$ cat src/rtl/reg_file_gen.sv
// reg_file_gen: NREGS x WIDTH register file with multi-select clear/load/dec/inc writes,
// sticky per-register boundary flags and two registered read ports. Define
// REG_FILE_GEN_SNAPSHOT_EN to add the snap_save/snap_restore shadow bank.

module reg_file_gen_cell #(
   parameter int WIDTH    = 8,
   parameter int STEP     = 1,
   parameter int SATURATE = 0
) (
   input  logic             clk,
   input  logic             rst_n,
   input  logic             we,
   input  logic [1:0]       fun_sel,
   input  logic [WIDTH-1:0] i_data,
   input  logic             clr_flags,
`ifdef REG_FILE_GEN_SNAPSHOT_EN
   input  logic             snap_save,
   input  logic             snap_restore,
`endif
   output logic [WIDTH-1:0] q_nxt,
   output logic             flag
);
   localparam logic [WIDTH:0]   STEP_W = (WIDTH+1)'(STEP);
   localparam logic [WIDTH-1:0] MAX_V  = '1;

   logic [WIDTH-1:0] q;
   logic [WIDTH:0]   sum, diff;
   logic [WIDTH-1:0] wr_val;
   logic             boundary;
   logic             flag_kept;
   logic             flag_nxt;
   logic             restore;
   logic [WIDTH-1:0] restore_val;

   // Extra top bit of the WIDTH+1 result is the carry (inc) or borrow (dec).
   assign sum  = {1'b0, q} + STEP_W;
   assign diff = {1'b0, q} - STEP_W;

   always_comb begin
      wr_val   = q;
      boundary = 1'b0;
      case (fun_sel)
         2'b00: wr_val = '0;
         2'b01: wr_val = i_data;
         2'b10: begin
            boundary = diff[WIDTH];
            wr_val   = (boundary && (SATURATE != 0)) ? '0 : diff[WIDTH-1:0];
         end
         default: begin
            boundary = sum[WIDTH];
            wr_val   = (boundary && (SATURATE != 0)) ? MAX_V : sum[WIDTH-1:0];
         end
      endcase
   end

`ifdef REG_FILE_GEN_SNAPSHOT_EN
   logic [WIDTH-1:0] shadow;

   // Restore takes priority, so a simultaneous save leaves the shadow untouched.
   always_ff @(posedge clk or negedge rst_n) begin
      if (!rst_n)
         shadow <= '0;
      else if (snap_save && !snap_restore)
         shadow <= q;
   end

   assign restore     = snap_restore;
   assign restore_val = shadow;
`else
   assign restore     = 1'b0;
   assign restore_val = '0;
`endif

   assign flag_kept = clr_flags ? 1'b0 : flag;

   always_comb begin
      q_nxt    = q;
      flag_nxt = flag_kept;
      if (restore) begin
         q_nxt = restore_val;
      end else if (we) begin
         q_nxt = wr_val;
         if (fun_sel == 2'b00)
            flag_nxt = 1'b0;
         else if (boundary)
            flag_nxt = 1'b1;
      end
   end

   always_ff @(posedge clk or negedge rst_n) begin
      if (!rst_n) begin
         q    <= '0;
         flag <= 1'b0;
      end else begin
         q    <= q_nxt;
         flag <= flag_nxt;
      end
   end
endmodule

module reg_file_gen #(
   parameter int WIDTH    = 8,
   parameter int NREGS    = 8,
   parameter int STEP     = 1,
   parameter int SATURATE = 0,
   parameter int SELW     = $clog2(NREGS)
) (
   input  logic             clk,
   input  logic             rst_n,
   input  logic [WIDTH-1:0] i_data,
   input  logic [1:0]       fun_sel,
   input  logic             en,
   input  logic [NREGS-1:0] reg_sel,
   input  logic [SELW-1:0]  o1_sel,
   input  logic [SELW-1:0]  o2_sel,
   input  logic             clr_flags,
`ifdef REG_FILE_GEN_SNAPSHOT_EN
   input  logic             snap_save,
   input  logic             snap_restore,
`endif
   output logic [WIDTH-1:0] o1,
   output logic [WIDTH-1:0] o2,
   output logic [NREGS-1:0] wrap_flag
);
   logic [NREGS-1:0][WIDTH-1:0] q_nxt;

   for (genvar k = 0; k < NREGS; k++) begin : g_reg
      reg_file_gen_cell #(
         .WIDTH    (WIDTH),
         .STEP     (STEP),
         .SATURATE (SATURATE)
      ) u_cell (
         .clk          (clk),
         .rst_n        (rst_n),
         .we           (en & reg_sel[k]),
         .fun_sel      (fun_sel),
         .i_data       (i_data),
         .clr_flags    (clr_flags),
`ifdef REG_FILE_GEN_SNAPSHOT_EN
         .snap_save    (snap_save),
         .snap_restore (snap_restore),
`endif
         .q_nxt        (q_nxt[k]),
         .flag         (wrap_flag[k])
      );
   end

   // Selects with no matching register fall through to zero.
   function automatic logic [WIDTH-1:0] rd_mux(input logic [SELW-1:0] sel,
                                               input logic [NREGS-1:0][WIDTH-1:0] v);
      logic [WIDTH-1:0] r;
      r = '0;
      for (int i = 0; i < NREGS; i++)
         if (sel == SELW'(i))
            r = v[i];
      return r;
   endfunction

   // Reads sample the post-update value, so write-then-read on one edge sees new data.
   always_ff @(posedge clk or negedge rst_n) begin
      if (!rst_n) begin
         o1 <= '0;
         o2 <= '0;
      end else begin
         o1 <= rd_mux(o1_sel, q_nxt);
         o2 <= rd_mux(o2_sel, q_nxt);
      end
   end
endmodule

$ cat config.mk
export PLATFORM = sky130hd
export DESIGN_NAME = reg_file_gen
export DESIGN_NICKNAME = d
export VERILOG_FILES = /design/src/rtl/reg_file_gen.sv
export SDC_FILE = /design/constraint.sdc
export NUM_CORES = 1
export LEC_CHECK = 0
export CAP_MARGIN = 30
export CORE_MARGIN = 2
export CORE_UTILIZATION = 30
export CTS_CLUSTER_SIZE = 14
export DETAILED_ROUTE_END_ITERATION = 10
export GPL_TIMING_DRIVEN = 0
export PLACE_DENSITY = 0.56
export SLEW_MARGIN = 25
export SYNTH_ARGS = -nofsm -noshare
export SYNTH_HDL_FRONTEND = slang
export SYNTH_SLANG_ARGS = --single-unit
$ cat constraint.sdc
create_clock -name clk -period 2.9 [get_ports clk]
set_input_delay 0.29 -clock clk [delete_from_list [all_inputs] [get_ports clk]]
set_output_delay 0.29 -clock clk [all_outputs]
set_load 0.005 [all_outputs]
==> flow_summary.json, run 1 <==
{
  "netlist.area_leader.share_pct": 29.5,
  "setup_viol": 0,
  "setup_ws_ns": 0.0402,
  "clock_latency_ns": 0.36,
  "post-route-drc-count": 0,
  "ant_nets": 0,
  "rsz0062_at_grt": "true",
  "grt_max_degree": 60,
  "place.gp.congestion": 1.01,
  "met2_usage_pct": 37.3,
  "ys_types": 75,
  "critical_path_class": "primary input to flip-flop",
  "yosysTopAreaCell": "dfrtp_1",
  "drive_above_1_share_pct": 9.71,
  "worst_clock_skew_ns": 0.00701,
  "clock-root-buffer": "clkbuf_16",
  "cp.arrival_ns": 3.12,
  "die_w_um": 162,
  "clock.fmax_mhz": 350,
  "dpl_worst_slack_ns": -0.929,
  "synth.net_count": 1007,
  "synth_cells": 963,
  "fillCellCount": 2555,
  "final_util_pct": 36.1,
  "use_met3_pct": 5.64,
  "cp_slowest_stage_delay_ns": 0.55,
  "cts_made_buffers": 9,
  "seq_area_frac_synth_pct": 29.5,
  "critical_path_buf_inv_count": 4,
  "antenna_found_initial": 1,
  "cp-start-kind": "primary input",
  "core-area_um2": 24400,
  "period_share_pct": 98.6,
  "power.density_nw_per_um2": 606,
  "yosysMostFrequentCell": "a21oi_1",
  "worst_hold_path_type": "primary input to async pin",
  "dieArea_um2": 26200,
  "clock_path_buffers": 2,
  "drt-initial-drc-count": 1183,
  "run_status": "completed",
  "slew_headroom_pct": 42.9,
  "synthTopCellsByArea": "dfrtp_1 (29%), a21oi_1 (6.3%), o21ai_0 (5.8%), nand2_1 (4.0%), mux4_2 (3.9%)",
  "num_rows": 57,
  "clkSinkCount": 88,
  "final_nets": 1069,
  "grt_most_used_layer": "met2",
  "cts_max_level": 3,
  "peakVddDrop_v": 0.000267,
  "grt_pass1_wl_mm": 48.7,
  "path_max_fanout": 10,
  "avgSynthCellArea_um2": 7.76,
  "syn_area_um2": 7470,
  "timing.final.hold_violations": 0,
  "synth_commonest_cells": "a21oi_1 (94), dfrtp_1 (88), o21ai_0 (86), nand2_1 (80), clkbuf_1 (68)",
  "cts_setup_buffers": 0,
  "finalPower_w": 0.00534,
  "async_reset_ff_share_pct": 100,
  "drt-total-wl_mm": 33.1,
  "final_cell_area_um2": 8810,
  "synth-seq-cells": 88,
  "critPathRequiredTime_ns": 3.17,
  "path_cells": "clkdlybuf4s50_1, clkbuf_4, clkbuf_4, nand2_1, clkbuf_1, nor2_1, mux2i_1, o211ai_1, a22oi_1, a32oi_1",
  "port_buffers": 48,
  "path_delay_family": "buffers and inverters",
  "synth_edf_count": 0,
  "maxSlewViolCount": 0,
  "vias_per_cell": 6.19,
  "routedWlPerCell_um": 24.5,
  "drt_first_pass_iters": 6,
  "drv_cap": 0,
  "end_kind": "flip-flop",
  "yosys_warnings": 0,
  "use_met1_pct": 34.2,
  "grt-ovfl-total": 0,
  "num_vias": 8388,
  "min_period_ns": 2.86,
  "post_dp_cell_area_um2": 8410,
  "ys_dominant_reg_cell": "dfrtp_1",
  "dp_hpwl_mm": 24.2,
  "die_height_um": 162,
  "grt_pass1_vias": 7569,
  "start_util_pct": 30.6,
  "syn_to_final_growth_pct": 17.9,
  "cts_tree": "built",
  "crit_top_cell": "clkbuf_4",
  "grt_usage_pct": 25.0,
  "clkTransAtPathRegs_ns": 0.06,
  "max_slew.worst_pin.slew_ns": 0.848,
  "crit_slowest_cell": "o211ai_1",
  "hold_slack_ns": 0.381,
  "p_leak_nw": 3.39,
  "io_pins": 52
}
-- state kept, by name, indices dropped and copies added (netlist names) --
name           cells
g.u_cell.q        64
o1                 8
g.u_cell.flag      8
o2                 8
-- cells in the final DEF (no fill, tap or decap), types with 5 or more instances in the layout --
| cell type | count |
|---|---|
| a21oi_1 | 94 |
| dfrtp_1 | 88 |
| o21ai_0 | 81 |
| nand2_1 | 80 |
| nor2_1 | 60 |
| clkbuf_1 | 52 |
| clkdlybuf4s50_1 | 47 |
| inv_1 | 46 |
| nand3_1 | 39 |
| nor3_1 | 31 |
| nor4_1 | 19 |
| nand4_1 | 18 |
| ha_1 | 16 |
| clkbuf_2 | 15 |
| o31ai_1 | 15 |
| a31oi_1 | 15 |
| nor2b_1 | 13 |
| o22ai_1 | 13 |
| mux4_2 | 13 |
| xnor2_1 | 12 |
| mux2i_1 | 12 |
| and2_1 | 11 |
| nand3b_1 | 11 |
| buf_2 | 10 |
| buf_4 | 10 |
| and3_1 | 9 |
| or4_1 | 9 |
| o211ai_1 | 9 |
| clkbuf_16 | 9 |
| nand2b_1 | 8 |
| xor2_1 | 7 |
| a211oi_1 | 7 |
| clkbuf_4 | 5 |
| a32oi_1 | 5 |
| mux2_2 | 5 |
| or3_1 | 5 |
| a22oi_1 | 5 |
| nor3b_1 | 5 |
-- worst paths after layout --
path,from,end,slack [ns],cells after the start
setup / recovery,en,o1[5]$_DFF_PN0_,0.04,10
min in group clk,g_reg[1].u_cell.flag$_DFF_PN0_,g_reg[1].u_cell.flag$_DFF_PN0_,0.55,2
hold reg to reg,g_reg[1].u_cell.flag$_DFF_PN0_,g_reg[1].u_cell.flag$_DFF_PN0_,0.55,2
setup reg to reg,g_reg[4].u_cell.q[2]$_DFF_PN0_,o2[7]$_DFF_PN0_,0.15,8
hold / removal,rst_n,g_reg[6].u_cell.q[0]$_DFF_PN0_,0.38,2
max in group asynchronous,rst_n,g_reg[3].u_cell.q[5]$_DFF_PN0_,1.91,3
-- final cells by class --
cell class	count	area, um^2	share of cell area, %
Timing Repair Buffer	53	543	6.16
Clock inverter	3	40.0	0.454
Inverter	48	180	2.04
Buffer	92	435	4.94
Sequential cell	88	2200	25.0
Clock buffer	13	260	2.95
Multi-Input combinational cell	733	4740	53.8
Antenna cell	1	2.50	0.0284
Tap cell	324	405	4.60
-- stage by stage --
step	setup TNS (ns)	cells
after CTS	0	1355
after detailed placement	-23.26	1339
after floorplan	0	963
after global placement	-204.10	1335
after global routing	-0.0163	1354
final	0	1355
-- cell families after synthesis --
family | share of synthesized area (%)
DFF | 29.5
buffers and inverters | 7.80
xor gates and xnor gates | 2.23
and+or+nand+nor | 23.8
muxes | 6.28
adders and majority gates | 2.68
AOI/OAI and AO/OA | 27.8
-- report_power, final --
part / total (W) / internal (W) / switching [W]
Clock: 0.00126 / 0.000715 / 0.000543
Combinational: 0.00232 / 0.000866 / 0.00145
Sequential: 0.00176 / 0.00149 / 0.000276
Total: 0.00534 / 0.00307 / 0.00227
-- routing by layer --
metal  part of all wire [%]  routed length, um
met5                  0.045                 15
met4                    5.0               1670
met3                     11               3660
met2                     42              14000
met1                     41              13700
-- timing repair --
action / in CTS / in global routing
setup endpoints to repair: 27 / 15
pin swaps: 0 / 1
hold buffers: 1 / 0
endpoints found under the hold margin: 29 / 0
resized for setup: 21 / 30
No activity file was read; power rests on OpenSTA's default activity.
==> run 2, diff against run 1 <==
--- a/config.mk
+++ b/config.mk
@@ -11,6 +11,7 @@
 export CTS_CLUSTER_SIZE = 14
 export DETAILED_ROUTE_END_ITERATION = 10
 export GPL_TIMING_DRIVEN = 0
+export MAX_ROUTING_LAYER = met4
 export PLACE_DENSITY = 0.56
 export SLEW_MARGIN = 25
 export SYNTH_ARGS = -nofsm -noshare
==> flow_summary.json, run 2 (synthesized netlist as in run 1, its figures left out) <==
{
  "run_status": "completed",
  "post-route-drc-count": 0,
  "clkSinkCount": 88,
  "layout_common_cells": "a21oi_1 (94), dfrtp_1 (88), o21ai_0 (81)",
  "multi_input_area_um2": 4780,
  "layout_commonest_cell": "a21oi_1",
  "fin_setup_tns_ns": 0,
  "crit_end": "o1[4]$_DFF_PN0_",
  "crit_start": "en",
  "port_buffers": 48,
  "antenna_found_initial": 1,
  "cp.arrival_ns": 3.10,
  "grt_pass1_vias": 7740,
  "grt_pass1_wl_mm": 50.3,
  "drt-total-wl_mm": 33.5,
  "diodes": 0,
  "drt-initial-drc-count": 1199,
  "start_util_pct": 30.6,
  "vias_per_cell": 6.15,
  "top_register": "g.u_cell.q",
  "clkTransAtPathRegs_ns": 0.07,
  "end_kind": "flip-flop",
  "drt_first_pass_iters": 6,
  "maxSlewViolCount": 0,
  "routedWlPerCell_um": 24.8,
  "num_rows": 57,
  "worst_clock_skew_ns": 0.00911,
  "core-area_um2": 24400,
  "setup_ws_ns": 0.0495,
  "min_period_ns": 2.85,
  "dieArea_um2": 26200,
  "fillCellCount": 2559,
  "drv_cap": 0,
  "clock-root-buffer": "clkbuf_16",
  "largest_register_ffs": 64,
  "grt_usage_pct": 26.4,
  "timing.final.hold_violations": 0,
  "power.density_nw_per_um2": 597,
  "cts_tree": "built",
  "max_slew.worst_pin.slew_ns": 0.810,
  "ff2ff_setup_slack_ns": 0.11,
  "dpl_worst_slack_ns": -1.01,
  "clock_latency_ns": 0.36,
  "seqCellArea_um2": 2200,
  "rr_endpoint": "o1[4]$_DFF_PN0_",
  "final_nets": 1070,
  "ant_nets": 0,
  "critPathRequiredTime_ns": 3.15,
  "critical_path_class": "primary input to flip-flop",
  "cts_made_buffers": 9,
  "clock_path_buffers": 2,
  "dp_hpwl_mm": 24.6,
  "num_vias": 8323,
  "die_w_um": 162,
  "hold_slack_ns": 0.351,
  "die_height_um": 162,
  "drive_above_1_share_pct": 10.4,
  "place.gp.congestion": 0.993,
  "cp-start-kind": "primary input",
  "post_dp_cell_area_um2": 8400,
  "p_leak_nw": 3.39,
  "grt_max_degree": 66,
  "peakVddDrop_v": 0.000281,
  "cts_max_level": 3,
  "r2r-start": "g_reg[4].u_cell.q[0]$_DFF_PN0_",
  "setup_viol": 0,
  "path_max_fanout": 10,
  "finalPower_w": 0.00526,
  "clock.fmax_mhz": 351,
  "rr_worst_depth": 9,
  "io_pins": 52,
  "worst_hold_path_type": "primary input to async pin",
  "period_share_pct": 98.3,
  "slew_headroom_pct": 45.1,
  "grt-ovfl-total": 0,
  "final_cell_area_um2": 8820,
  "syn_to_final_growth_pct": 18.0
}
==> run 2: cell count changes in the layout (fill, tap and decap cells not counted), sizes merged <==
cell    change
diode       -1
buf         +2
clkinv      -2
bufinv      -1
clkbuf      +1
==> run 2: worst max-delay path, cell delays in order <==
cell,delay (ns)
clkdlybuf4s50_1,0.44
clkbuf_4,0.26
clkbuf_4,0.28
nand2_1,0.27
clkbuf_1,0.43
o22ai_1,0.16
a211oi_2,0.40
a21oi_1,0.12
o21ai_0,0.10
o211ai_1,0.12
a22o_1,0.24
==> run 2: where the power goes <==
part	switching, W	internal (W)	total (W)
Combinational	0.00146	0.000889	0.00235
Clock	0.000524	0.000626	0.00115
Sequential	0.000280	0.00149	0.00177
==> run 2: area by class of cell <==
type / instances / share of cell area [%]
clock buffer: 15 / 3.04
tap: 324 / 4.60
timing repair buffer: 55 / 6.31
multi-input combinational: 733 / 54.1
buffer: 91 / 4.92
inverter: 48 / 2.04
sequential: 88 / 25.0
==> run 2: stage by stage <==
stage / std cells / util, %
finish: 1354 / 36.2
global route: 1354 / 36.2
CTS: 1352 / 35.8
detailed placement: 1337 / 34.5
global placement: 1335 / 34.3
floorplan: 963 / -
==> run 2: worst min path at each step <==
| stage | cells after the start | end | startpoint |
|---|---|---|---|
| 6_report | 2 | g_reg[7].u_cell.q[1]$_DFF_PN0_ | rst_n |
| 3_3_place_gp | 2 | g_reg[1].u_cell.flag$_DFF_PN0_ | g_reg[1].u_cell.flag$_DFF_PN0_ |
| 2_1_floorplan | 0 | g_reg[0].u_cell.flag$_DFF_PN0_ | rst_n |
| 4_1_cts | 2 | g_reg[7].u_cell.q[1]$_DFF_PN0_ | rst_n |
| 5_1_grt | 2 | g_reg[7].u_cell.q[0]$_DFF_PN0_ | rst_n |
| 3_5_place_dp | 1 | g_reg[6].u_cell.q[3]$_DFF_PN0_ | rst_n |
==> run 2: what timing repair did <==
action                                  in CTS  in global routing
endpoints found under the hold margin       23                  0
resized for setup                           24                 39
pin swaps                                    0                  3
endpoints found under the setup margin      27                 16
buffers inserted                             0                  4
hold buffers                                 1                  0
==> run 2: metal layers <==
layer	routed length, um	part of all wire (%)	global-route usage (%)
met1	13900	41	35.0
met2	14500	43	38.4
met3	3680	11	6.23
met4	1540	4.6	11.9
met5	0	0	-
